**config.mk**
```make
export PLATFORM = sky130hd
export DESIGN_NAME = dma_burst_writer
export DESIGN_NICKNAME = d
export VERILOG_FILES = /design/src/rtl/dma_burst_writer.sv
export SDC_FILE = /design/constraint.sdc
export NUM_CORES = 1
export LEC_CHECK = 0
export ABC_AREA = 1
export ABC_CLOCK_PERIOD_IN_PS = 4200
export CAP_MARGIN = 40
export CELL_PAD_IN_SITES_DETAIL_PLACEMENT = 0
export CELL_PAD_IN_SITES_GLOBAL_PLACEMENT = 1
export CORE_MARGIN = 5
export CORE_UTILIZATION = 45
export DETAILED_ROUTE_END_ITERATION = 6
export DONT_BUFFER_PORTS = 1
export PLACE_DENSITY_LB_ADDON = 0.1
export RECOVER_POWER = 25
export SLEW_MARGIN = 10
export SYNTH_ARGS = -nofsm -noshare
export SYNTH_HDL_FRONTEND = slang
export SYNTH_SLANG_ARGS = --single-unit
```
**constraint.sdc**
```tcl
create_clock -name clk -period 4.2 [get_ports clk]
set_clock_uncertainty 0.05 [all_clocks]
set_input_delay 0.42 -clock clk [delete_from_list [all_inputs] [get_ports clk]]
set_output_delay 0.42 -clock clk [all_outputs]
set_load 0.01 [all_outputs]
```
**src/rtl/dma_burst_writer.sv**
```systemverilog
// Buffers input words in a fall-through FIFO and drains them as an address-incrementing burst into a buffer write port.
// Latency: pop in cycle N gives buf_wen in N+1. Backpressure: buf_ready gates pops; pushes into a full FIFO are dropped.
module dma_burst_writer #(
  parameter int DATA_WIDTH     = 32,
  parameter int FIFO_DEPTH     = 16,
  parameter int BUF_ADDR_WIDTH = 12
) (
  input  logic                          clk,
  input  logic                          rst,
  input  logic [DATA_WIDTH-1:0]         in_wdata,
  input  logic                          in_wen,
  output logic                          in_full,
  input  logic [BUF_ADDR_WIDTH-1:0]     cfg_base,
  input  logic [BUF_ADDR_WIDTH:0]       cfg_len,
  input  logic                          cfg_start,
  input  logic                          cfg_abort,
  input  logic                          buf_ready,
  output logic                          buf_wen,
  output logic [BUF_ADDR_WIDTH-1:0]     buf_addr,
  output logic [DATA_WIDTH-1:0]         buf_wdata,
  output logic                          busy,
  output logic                          done,
  output logic [$clog2(FIFO_DEPTH):0]   fifo_level,
  output logic [31:0]                   words_written,
  output logic [15:0]                   drop_count
);

  localparam int PTR_W = $clog2(FIFO_DEPTH);
  localparam int CNT_W = PTR_W + 1;
  localparam logic [CNT_W-1:0]        FULL_CNT = CNT_W'(FIFO_DEPTH);
  localparam logic [BUF_ADDR_WIDTH:0] LAST_WORD = (BUF_ADDR_WIDTH+1)'(1);

  typedef enum logic [1:0] {
    IDLE = 2'd0,
    RUN  = 2'd1,
    DONE = 2'd2
  } state_t;

  state_t state, state_nxt;

  logic [DATA_WIDTH-1:0]     mem [FIFO_DEPTH];
  logic [PTR_W-1:0]          wr_ptr, rd_ptr;
  logic [CNT_W-1:0]          count;
  logic [BUF_ADDR_WIDTH-1:0] addr_ptr;
  logic [BUF_ADDR_WIDTH:0]   remaining;

  logic push, pop, fifo_wr, start_ok;

  assign fifo_level = count;
  assign in_full    = (count == FULL_CNT);
  assign busy       = (state != IDLE);
  assign done       = (state == DONE);

  assign push     = in_wen && !in_full;
  // Abort discards a same-cycle push outright.
  assign fifo_wr  = push && !cfg_abort;
  assign pop      = (state == RUN) && (count != '0) && buf_ready;
  assign start_ok = (state == IDLE) && cfg_start && !cfg_abort && (cfg_len != '0);

  always_ff @(posedge clk) begin
    if (fifo_wr) begin
      mem[wr_ptr] <= in_wdata;
    end
  end

  always_ff @(posedge clk or posedge rst) begin
    if (rst) begin
      wr_ptr <= '0;
      rd_ptr <= '0;
      count  <= '0;
    end else if (cfg_abort) begin
      wr_ptr <= '0;
      rd_ptr <= '0;
      count  <= '0;
    end else begin
      if (push) wr_ptr <= wr_ptr + 1'b1;
      if (pop)  rd_ptr <= rd_ptr + 1'b1;
      case ({push, pop})
        2'b10:   count <= count + 1'b1;
        2'b01:   count <= count - 1'b1;
        default: count <= count;
      endcase
    end
  end

  always_ff @(posedge clk or posedge rst) begin
    if (rst) begin
      state <= IDLE;
    end else begin
      state <= state_nxt;
    end
  end

  always_comb begin
    state_nxt = state;
    case (state)
      IDLE: begin
        if (cfg_start) begin
          state_nxt = (cfg_len != '0) ? RUN : DONE;
        end
      end
      RUN: begin
        if (pop && (remaining == LAST_WORD)) begin
          state_nxt = DONE;
        end
      end
      DONE:    state_nxt = IDLE;
      default: state_nxt = IDLE;
    endcase
    if (cfg_abort) begin
      state_nxt = IDLE;
    end
  end

  // A pop in the abort cycle still produces its write on the next cycle.
  always_ff @(posedge clk or posedge rst) begin
    if (rst) begin
      addr_ptr      <= '0;
      remaining     <= '0;
      buf_wen       <= 1'b0;
      buf_addr      <= '0;
      buf_wdata     <= '0;
      words_written <= '0;
      drop_count    <= '0;
    end else begin
      buf_wen <= pop;
      if (pop) begin
        buf_addr      <= addr_ptr;
        buf_wdata     <= mem[rd_ptr];
        words_written <= words_written + 32'd1;
      end
      if (start_ok) begin
        addr_ptr  <= cfg_base;
        remaining <= cfg_len;
      end else if (pop) begin
        addr_ptr  <= addr_ptr + 1'b1;
        remaining <= remaining - 1'b1;
      end
      if (in_wen && in_full && !cfg_abort && (drop_count != 16'hFFFF)) begin
        drop_count <= drop_count + 16'd1;
      end
    end
  end

endmodule

```
==> impl_metrics.env, run 1 <==
export IMPL_drive_gt1_share_pct=9.05
export IMPL_synth_top_area_cell="edfxtp_1"
export IMPL_grt_pass1_wl_mm=104
export IMPL_critPathLaunchType="flip-flop"
export IMPL_ys_top_cells_by_count="edfxtp_1 (512), nor2_1 (327), o21ai_0 (256), nand2_1 (220), dfrtp_1 (133)"
export IMPL_crit_slowest_cell="nor2_4"
export IMPL_dr_first_iter_drc_count=1222
export IMPL_post_cts_buffers=0
export IMPL_synth_cell_types=50
export IMPL_clock_latency_ns=0.60
export IMPL_grt_pass1_vias=16500
export IMPL_dieArea_um2=63400
export IMPL_n_fill_cell=5032
export IMPL_reg2reg_slack_ns=1.39
export IMPL_worst_ep_arrival_time_ns=3.05
export IMPL_min_to="wr_ptr[1]"
export IMPL_antenna_left=0
export IMPL_timing_rr_end="mem[8][9]"
export IMPL_vias=16700
export IMPL_gp_congestion=0.780
export IMPL_grt_setup_unrepaired="false"
export IMPL_combPwrFrac_pct=7.7
export IMPL_async_flop_share_pct=20.6
export IMPL_worst_path_buf_inv=3
export IMPL_wl_per_cell_um=23.1
export IMPL_cp_max_fo=15
export IMPL_syn_nets=2172
export IMPL_cts_path_max_buffers=3
export IMPL_worst_ep_required_time_ns=4.44
export IMPL_worst_hold_slack_ns=0.0464
export IMPL_vdd_drop_max_mv=0.277
export IMPL_min_from="in_wen"
export IMPL_io_pins=164
export IMPL_synthTopCellsByArea="edfxtp_1 (58%), dfrtp_1 (13%), o21ai_0 (4.9%)"
export IMPL_fp_dieH_um=252
export IMPL_ys_ff_latch=645
export IMPL_synthFlopType="edfxtp_1"
export IMPL_yosysWarnings=0
export IMPL_hold_violations=0
export IMPL_violations="capacitance limit, slew limit"
export IMPL_drt_wl_total_mm=68.7
export IMPL_p_switching_mw=3.70
export IMPL_period_share_pct=66.9
export IMPL_cts_root_buffer="clkbuf_16"
export IMPL_cts_resized=0
export IMPL_p_int_mw=11.3
export IMPL_power_density_nw_per_um2=499
export IMPL_cts_made_buffers=70
export IMPL_r2r_cells=9
export IMPL_maxCapViolations=1
export IMPL_viasPerCell=5.62
export IMPL_synth_edf_count=512
export IMPL_io_buffers=0
export IMPL_worstPathCellList="nor2_4 -> nand3_2 -> nand2_4 -> inv_2 -> nand2_1 -> inv_1 -> nand2_1 -> nor2_4 -> buf_4"
export IMPL_nets=2228
export IMPL_grt_overflow=0
export IMPL_worstMarginPinSlew_ns=2.27
export IMPL_die_x_um=252
export IMPL_start_util_pct=45.5
export IMPL_p_leak_nw=10.7
export IMPL_antenna_cells=0
export IMPL_drt_first_pass_iters=5
export IMPL_p_sw_share_pct=24.7
export IMPL_netlist_area_leader_share_pct=58.5
export IMPL_setup_viol=0
export IMPL_slew_violations=34
export IMPL_syn_area_um2=26300
export IMPL_hold_path_class="in2reg"
export IMPL_max_stage_delay_ns=0.67
export IMPL_track_usage_pct=21.4
export IMPL_syn_avg_cell_area_um2=12.5
export IMPL_cp_end_kind="flip-flop"
export IMPL_drc_errors=0
export IMPL_cts_hold_buf=58
export IMPL_hpwl_mm=38.0
export IMPL_ys_seq_area_share_pct=71.1
export IMPL_tritoncts="done"
export IMPL_max_freq_mhz=356
export IMPL_timing_setup_tns_ns=0
export IMPL_crit_family="simple AND/OR/NAND/NOR gates"
export IMPL_synth_most_common_cell="edfxtp_1"
export IMPL_worst_hold_path_num_cells=3
export IMPL_core_um2=57800
export IMPL_area_growth_pct=14.3
export IMPL_antenna_found_initial=3
export IMPL_pwr_share_clk_pct=40.7
export IMPL_cts_sinks=645
export IMPL_grt_max_degree=152
export IMPL_r2r_start="fifo_level[0]"
export IMPL_seqPwrFrac_pct=51.6
export IMPL_clk_pin_slew_ns=0.06
export IMPL_relSlewSlack_pct=-51.9
export IMPL_period_needed_ns=2.81
export IMPL_cts_max_level=3
export IMPL_num_rows=88
export IMPL_syn_inst=2097
export IMPL_status="finished with violations"
export IMPL_worstSetupPathType="reg2reg"
-- metal layers --
| layer | GRT usage (%) | vias to the layer above | part of all wire [%] |
|---|---|---|---|
| met2 | 33.8 | 447 | 46 |
| met3 | 4.38 | 97 | 5.9 |
| met4 | 4.85 | 6 | 1.9 |
| met1 | 31.0 | 8442 | 46 |
| met5 | 0 | - | 0.063 |
| li1 | - | 7723 | - |
-- metrics by stage --
| step | setup WS (ns) | power [mW] | utilization, % | instance area (um2) | std cells |
|---|---|---|---|---|---|
| floorplan | 0.176 | 8.54 | - | 26300 | 2097 |
| global placement | 1.45 | 8.91 | 46.9 | 27100 | 2785 |
| detailed placement | 1.39 | 8.95 | 47.0 | 27200 | 2788 |
| CTS | 1.38 | 15.2 | 52.0 | 30100 | 2975 |
| global route | 1.19 | 15.7 | 52.0 | 30100 | 2975 |
| finish | 1.39 | 15.0 | 52.0 | 30100 | 2975 |
-- cells by family after synthesis --
family / Yosys count / share of synthesized area, %
mux: 23 / 0.880
compound gates: 483 / 10.7
fa+ha+maj: 12 / 0.571
buf+inv: 194 / 3.64
flops: 645 / 71.1
xor+xnor: 61 / 2.03
simple gates: 679 / 11.0
-- sequential cells by signal (all words and copies together), names as in the netlist, 4 cells and up --
signal	count
addr_ptr	12
wr_ptr	4
drop_count	16
words_written	32
buf_wdata	32
rd_ptr	4
remaining	13
buf_addr	12
mem	512
fifo_level	5
-- tightest hold or removal path: stages --
cell and delay (ns):
nand2_4 0.06, nand2_1 0.09, o21ai_0 0.07
-- worst max path at each step --
stage / depth (start not counted) / to / startpoint
finish: 9 / mem[8][9] / fifo_level[0]
global route: 8 / rd_ptr[2] / fifo_level[0]
CTS: 9 / mem[10][16] / fifo_level[0]
detailed placement: 9 / mem[10][17] / fifo_level[0]
global placement: 8 / rd_ptr[2] / fifo_level[0]
floorplan: 1 / addr_ptr[0] / rst
-- power by group through the flow --
stage	combinational [mW]	sequential (mW)	clock (mW)
2_1_floorplan	0.838	7.71	0
4_1_cts	1.17	7.77	6.24
3_3_place_gp	1.02	7.89	0
3_5_place_dp	1.04	7.90	0
6_report	1.15	7.75	6.11
5_1_grt	1.32	7.81	6.54
-- cell usage in the layout, fill, tap and decap left out, types with 35 or more instances in the layout --
cell | synthesis | layout
a21oi_1 | 60 | 60
buf_4 | 21 | 35
clkbuf_16 | 0 | 73
dfrtp_1 | 133 | 130
dlygate4sd3_1 | 0 | 58
edfxtp_1 | 512 | 512
inv_1 | 70 | 66
nand2_1 | 220 | 220
nand3_1 | 74 | 74
nor2_1 | 327 | 311
o21ai_0 | 256 | 256
o221ai_1 | 74 | 74
o22ai_1 | 39 | 39
xor2_1 | 39 | 39
-- area by class of cell --
type	count	area (um2)	share of cell area, %
Clock buffer	100	1990	6.62
Inverter	76	299	0.995
Multi-Input combinational cell	1258	6760	22.5
Clock inverter	29	300	0.999
Sequential cell	645	18700	62.3
Tap cell	765	957	3.19
Timing Repair Buffer	102	1040	3.46
Note: power is estimated with default switching activity, not from simulation.
==> inputs of run 2 (changes only) <==
--- a/config.mk
+++ b/config.mk
@@ -6,7 +6,7 @@
 export NUM_CORES = 1
 export LEC_CHECK = 0
 export ABC_AREA = 1
-export ABC_CLOCK_PERIOD_IN_PS = 4200
+export ABC_CLOCK_PERIOD_IN_PS = 2500
 export CAP_MARGIN = 40
 export CELL_PAD_IN_SITES_DETAIL_PLACEMENT = 0
 export CELL_PAD_IN_SITES_GLOBAL_PLACEMENT = 1
==> constraint.sdc (replaced) <==
create_clock -name clk -period 2.5 [get_ports clk]
set_clock_uncertainty 0.05 [all_clocks]
set_input_delay 0.25 -clock clk [delete_from_list [all_inputs] [get_ports clk]]
set_output_delay 0.25 -clock clk [all_outputs]
set_load 0.01 [all_outputs]
==> run 2 against run 1 <==
  * The flow now finishes without violations
  * Non-clock buffer count grew 54
  * Setup slack worse by 1.2 ns
  * Wire length rose by 5.1%
  * Total power grew 68%
  * Register-to-register slack lost 1.2 ns
  * Die area unchanged
==> impl_metrics.env, run 2 (synthesis gave the netlist of run 1 again) <==
export IMPL_top_register="mem"
export IMPL_dieArea_um2=63400
export IMPL_slew_violations=0
export IMPL_dp_cells=2836
export IMPL_drt_wl_total_mm=72.2
export IMPL_hold_path_class="in2reg"
export IMPL_status="finished, final reports clean"
export IMPL_cts_made_buffers=71
export IMPL_clock_latency_ns=0.61
export IMPL_worst_ep_arrival_time_ns=2.56
export IMPL_cts_max_level=3
export IMPL_reg_top3="mem: 512 flops, buf_wdata: 32 flops, words_written: 32 flops"
export IMPL_wl_per_cell_um=23.8
export IMPL_period_share_pct=92.6
export IMPL_critPathLaunchType="flip-flop"
export IMPL_tritoncts="done"
export IMPL_worstPathCellList="nor2_4 -> nand3_2 -> nand2_4 -> inv_2 -> nand2_1 -> inv_1 -> nand2_1 -> nor2_4 -> buf_4"
export IMPL_vias=17000
export IMPL_antenna_found_initial=3
export IMPL_grt_max_degree=73
export IMPL_io_pins=164
export IMPL_drc_errors=0
export IMPL_max_stage_delay_ns=0.51
export IMPL_timing_setup_tns_ns=0
export IMPL_fin_cells=3029
export IMPL_io_buffers=0
export IMPL_drive_gt1_share_pct=11.3
export IMPL_crit_family="simple AND/OR/NAND/NOR gates"
export IMPL_vdd_drop_max_mv=0.510
export IMPL_cp_max_fo=12
export IMPL_grt_setup_unrepaired="false"
export IMPL_worst_ep_required_time_ns=2.74
export IMPL_gp_congestion=0.783
export IMPL_cts_sinks=645
export IMPL_track_usage_pct=22.5
export IMPL_grt_pass1_vias=16600
export IMPL_final_cell_area_um2=30700
export IMPL_worst_hold_slack_ns=0.0297
export IMPL_post_cts_buffers=0
export IMPL_worstMarginPinSlew_ns=0.947
export IMPL_die_x_um=252
export IMPL_cts_resized=0
export IMPL_cts_hold_buf=63
export IMPL_drt_first_pass_iters=5
export IMPL_power_density_nw_per_um2=822
export IMPL_max_freq_mhz=432
export IMPL_place_area_um2=27800
export IMPL_grt_overflow=0
export IMPL_viasPerCell=5.61
export IMPL_p_leak_nw=11.0
export IMPL_hold_violations=0
export IMPL_crit_slowest_cell="dfrtp_1"
export IMPL_worstSetupPathType="reg2reg"
export IMPL_cts_path_max_buffers=3
export IMPL_core_um2=57800
export IMPL_nets=2283
export IMPL_cp_end_kind="flip-flop"
export IMPL_antenna_cells=0
export IMPL_clk_pin_slew_ns=0.06
export IMPL_setup_viol=0
export IMPL_area_growth_pct=16.6
export IMPL_largest_reg_flops=512
export IMPL_worst_path_buf_inv=3
export IMPL_period_needed_ns=2.32
export IMPL_final_common_cell="edfxtp_1"
export IMPL_relSlewSlack_pct=36.7
export IMPL_dr_first_iter_drc_count=1584
export IMPL_cts_root_buffer="clkbuf_16"
export IMPL_grt_pass1_wl_mm=108
export IMPL_fp_dieH_um=252
export IMPL_num_rows=88
export IMPL_layout_common_cells="edfxtp_1 (512), nor2_1 (311), o21ai_0 (256)"
export IMPL_start_util_pct=45.5
export IMPL_hpwl_mm=45.1
export IMPL_antenna_left=0
export IMPL_maxCapViolations=0
[run 2: final timing paths]
path | slack [ns] | end | from | cells after the start
min reg2reg | 0.49 | words_written[31] | words_written[31] | 1
min in group asynchronous | 0.62 | words_written[22] | rst | 3
max | 0.18 | mem[8][9] | fifo_level[3] | 9
max reg2reg | 0.18 | mem[8][9] | fifo_level[3] | 9
max in group asynchronous | 0.82 | words_written[20] | rst | 4
min | 0.03 | drop_count[0] | in_wen | 4
[run 2: worst register-to-register path, cell delays in order (launching register included)]
cell and delay, ns:
dfrtp_1 0.51, nor2_4 0.07, nand3_2 0.14, nand2_4 0.10, inv_2 0.07, nand2_1 0.06, inv_1 0.20, nand2_1 0.33
nor2_4 0.22, buf_4 0.25
[run 2: through the flow]
stage,utilization (%),total power [mW],setup WS [ns]
floorplan,-,14.4,-0.434
finish,53.1,25.2,0.185
global route,53.1,26.3,0.0702
detailed placement,48.1,15.1,0.203
CTS,53.1,25.5,0.201
global placement,48.1,15.1,0.237
[run 2: where the power goes]
part | switching, mW | internal (mW)
clock | 4.25 | 5.83
sequential | 0.729 | 12.2
combinational | 1.40 | 0.815
total | 6.38 | 18.8
[run 2: final cells by class]
type,count,area (um2)
Fill cell,4928,27100
Sequential cell,645,18700
Multi-Input combinational cell,1258,6760
Clock buffer,88,1900
Timing Repair Buffer,156,1730
Tap cell,765,957
Clock inverter,41,318
Inverter,76,299
[run 2: routing by layer]
metal	wire length, um	GRT usage [%]	vias to the layer above
li1	-	-	7834
met1	32800	33.1	8510
met2	32400	34.3	532
met3	5530	5.03	102
met4	1390	6.16	4
met5	26	0	-
==> inputs of run 3 (changes only) <==
--- a/config.mk
+++ b/config.mk
@@ -16,6 +16,7 @@
 export DONT_BUFFER_PORTS = 1
 export PLACE_DENSITY_LB_ADDON = 0.1
 export RECOVER_POWER = 25
+export REMOVE_ABC_BUFFERS = 1
 export SLEW_MARGIN = 10
 export SYNTH_ARGS = -nofsm -noshare
 export SYNTH_HDL_FRONTEND = slang
==> run 3 against run 2 <==
  * The run now ends with capacitance limit, slew limit left
  * Register-to-register slack gained 0.09 ns
  * Setup slack gained 0.085 ns
  * Cell area grew 0.43%
  * Combinational power shrank 6%
  * Critical endpoint is now mem[10][9]
  * Largest cell class unchanged
  * Largest power group unchanged
  * Highest routed layer unchanged
==> impl_metrics.env, run 3 (synthesis gave the netlist of run 1 again) <==
export IMPL_core_um2=57800
export IMPL_critPathLaunchType="flip-flop"
export IMPL_drive_gt1_share_pct=10.9
export IMPL_max_freq_mhz=448
export IMPL_setup_viol=0
export IMPL_top_register="mem"
export IMPL_crit_slowest_cell="dfrtp_1"
export IMPL_drc_errors=0
export IMPL_io_pins=164
export IMPL_drt_first_pass_iters=5
export IMPL_worstMarginPinSlew_ns=1.51
export IMPL_track_usage_pct=21.5
export IMPL_dieArea_um2=63400
export IMPL_num_rows=88
export IMPL_p_leak_nw=11.0
export IMPL_tritoncts="done"
export IMPL_worst_ep_required_time_ns=2.74
export IMPL_max_stage_delay_ns=0.46
export IMPL_place_area_um2=27800
export IMPL_fp_dieH_um=252
export IMPL_period_needed_ns=2.23
export IMPL_largest_reg_flops=512
export IMPL_cts_made_buffers=71
export IMPL_wl_per_cell_um=23.0
export IMPL_die_x_um=252
export IMPL_grt_pass1_wl_mm=105
export IMPL_reg2reg_slack_ns=0.27
export IMPL_io_buffers=0
export IMPL_post_cts_buffers=0
export IMPL_hold_violations=0
export IMPL_reg_top3="mem: 512 flops, buf_wdata: 32 flops, words_written: 32 flops"
export IMPL_antenna_left=0
export IMPL_power_density_nw_per_um2=840
export IMPL_cts_root_buffer="clkbuf_16"
export IMPL_slew_violations=63
export IMPL_worstPathCellList="nand3_2 -> nand2_4 -> inv_2 -> nand2_1 -> inv_1 -> nand2_1 -> nor2_4 -> buf_4"
export IMPL_worstSetupPathType="reg2reg"
export IMPL_viasPerCell=5.61
export IMPL_cts_sinks=645
export IMPL_clk_pin_slew_ns=0.06
export IMPL_layout_common_cells="edfxtp_1 (512), nor2_1 (311), o21ai_0 (256)"
export IMPL_cts_path_max_buffers=3
export IMPL_cp_max_fo=11
export IMPL_cts_resized=0
export IMPL_clock_latency_ns=0.61
export IMPL_nets=2266
export IMPL_grt_overflow=0
export IMPL_grt_setup_unrepaired="false"
export IMPL_cts_max_level=3
export IMPL_relSlewSlack_pct=-0.471
export IMPL_hold_path_class="in2reg"
export IMPL_start_util_pct=45.5
export IMPL_vdd_drop_max_mv=0.628
export IMPL_hpwl_mm=42.5
export IMPL_grt_pass1_vias=16800
export IMPL_dr_first_iter_drc_count=1322
export IMPL_final_common_cell="edfxtp_1"
export IMPL_grt_max_degree=83
export IMPL_gp_congestion=0.818
export IMPL_drt_wl_total_mm=69.3
export IMPL_area_growth_pct=17.1
export IMPL_crit_top_cell="nand2_1"
export IMPL_cp_end_kind="flip-flop"
export IMPL_fin_util_pct=53.3
export IMPL_antenna_found_initial=9
export IMPL_worst_ep_arrival_time_ns=2.47
export IMPL_finalPower_mw=25.9
export IMPL_status="finished with violations"
export IMPL_period_share_pct=89.2
export IMPL_maxCapViolations=1
export IMPL_violations="capacitance limit, slew limit"
export IMPL_vias=16900
export IMPL_final_cell_area_um2=30800
run 3: cell types whose count changed in the layout (fill, tap and decap cells not counted), moves of 2 or more:
cell,change
buf_4,-17
clkinvlp_4,-2
buf_12,+3
clkinv_1,-4
dlygate4sd3_1,-2
clkinv_2,-3
bufinv_16,+5
clkbuf_1,-2
clkbuf_16,+4
diode_2,+4
run 3: layer usage:
layer	global-route usage (%)	vias up	wire, um
li1	-	7809	-
met1	30.0	8545	30400
met2	35.3	433	33500
met3	4.19	110	3790
met4	5.47	12	1530
met5	0	-	79
run 3: timing repair:
action | 4_1_cts | 5_1_grt
endpoints found under the hold margin | 613 | 0
endpoints found under the setup margin | 0 | 0
hold buffers | 61 | 0
run 3: cell type report:
cell class	instances	area [um2]
sequential	645	18700
inverter	76	302
fill	4866	27000
clock inverter	37	432
timing repair buffer	139	1630
multi-input combinational	1258	6760
tap	765	957
antenna	4	10.0
clock buffer	91	2000
run 3: worst max-delay path: cells and delay by family, from the launching register on:
family	cells	cell delay, ns
buf+inv	3	0.58
simple gates	5	0.83
flops	1	0.46
run 3: final timing paths:
kind                              startpoint           endpoint  cells past startpoint
setup / recovery               fifo_level[4]         mem[10][9]                      8
hold / removal                     buf_ready        buf_addr[9]                      4
setup reg to reg               fifo_level[4]         mem[10][9]                      8
hold reg to reg            words_written[31]  words_written[31]                      1
max in group asynchronous                rst          rd_ptr[0]                      2
min in group asynchronous                rst        buf_addr[7]                      2
run 3: power by group:
group / leakage, nW / total (mW) / internal (mW) / switching [mW]
registers: 6.27 / 13.0 / 12.2 / 0.759
logic: 3.52 / 2.07 / 0.770 / 1.30
clock network: 1.19 / 10.8 / 6.60 / 4.24
total: 11.0 / 25.9 / 19.6 / 6.30
run 3: stage by stage:
stage               hold WS, ns  cells  setup slack, ns  TNS [ns]
floorplan                 0.272   1979            -7.72   -667.42
global placement          0.198   2822            0.280         0
detailed placement        0.197   2822            0.258         0
CTS                      0.0374   3011            0.247         0
global route             0.0639   3012            0.123         0
finish                   0.0657   3015            0.270         0
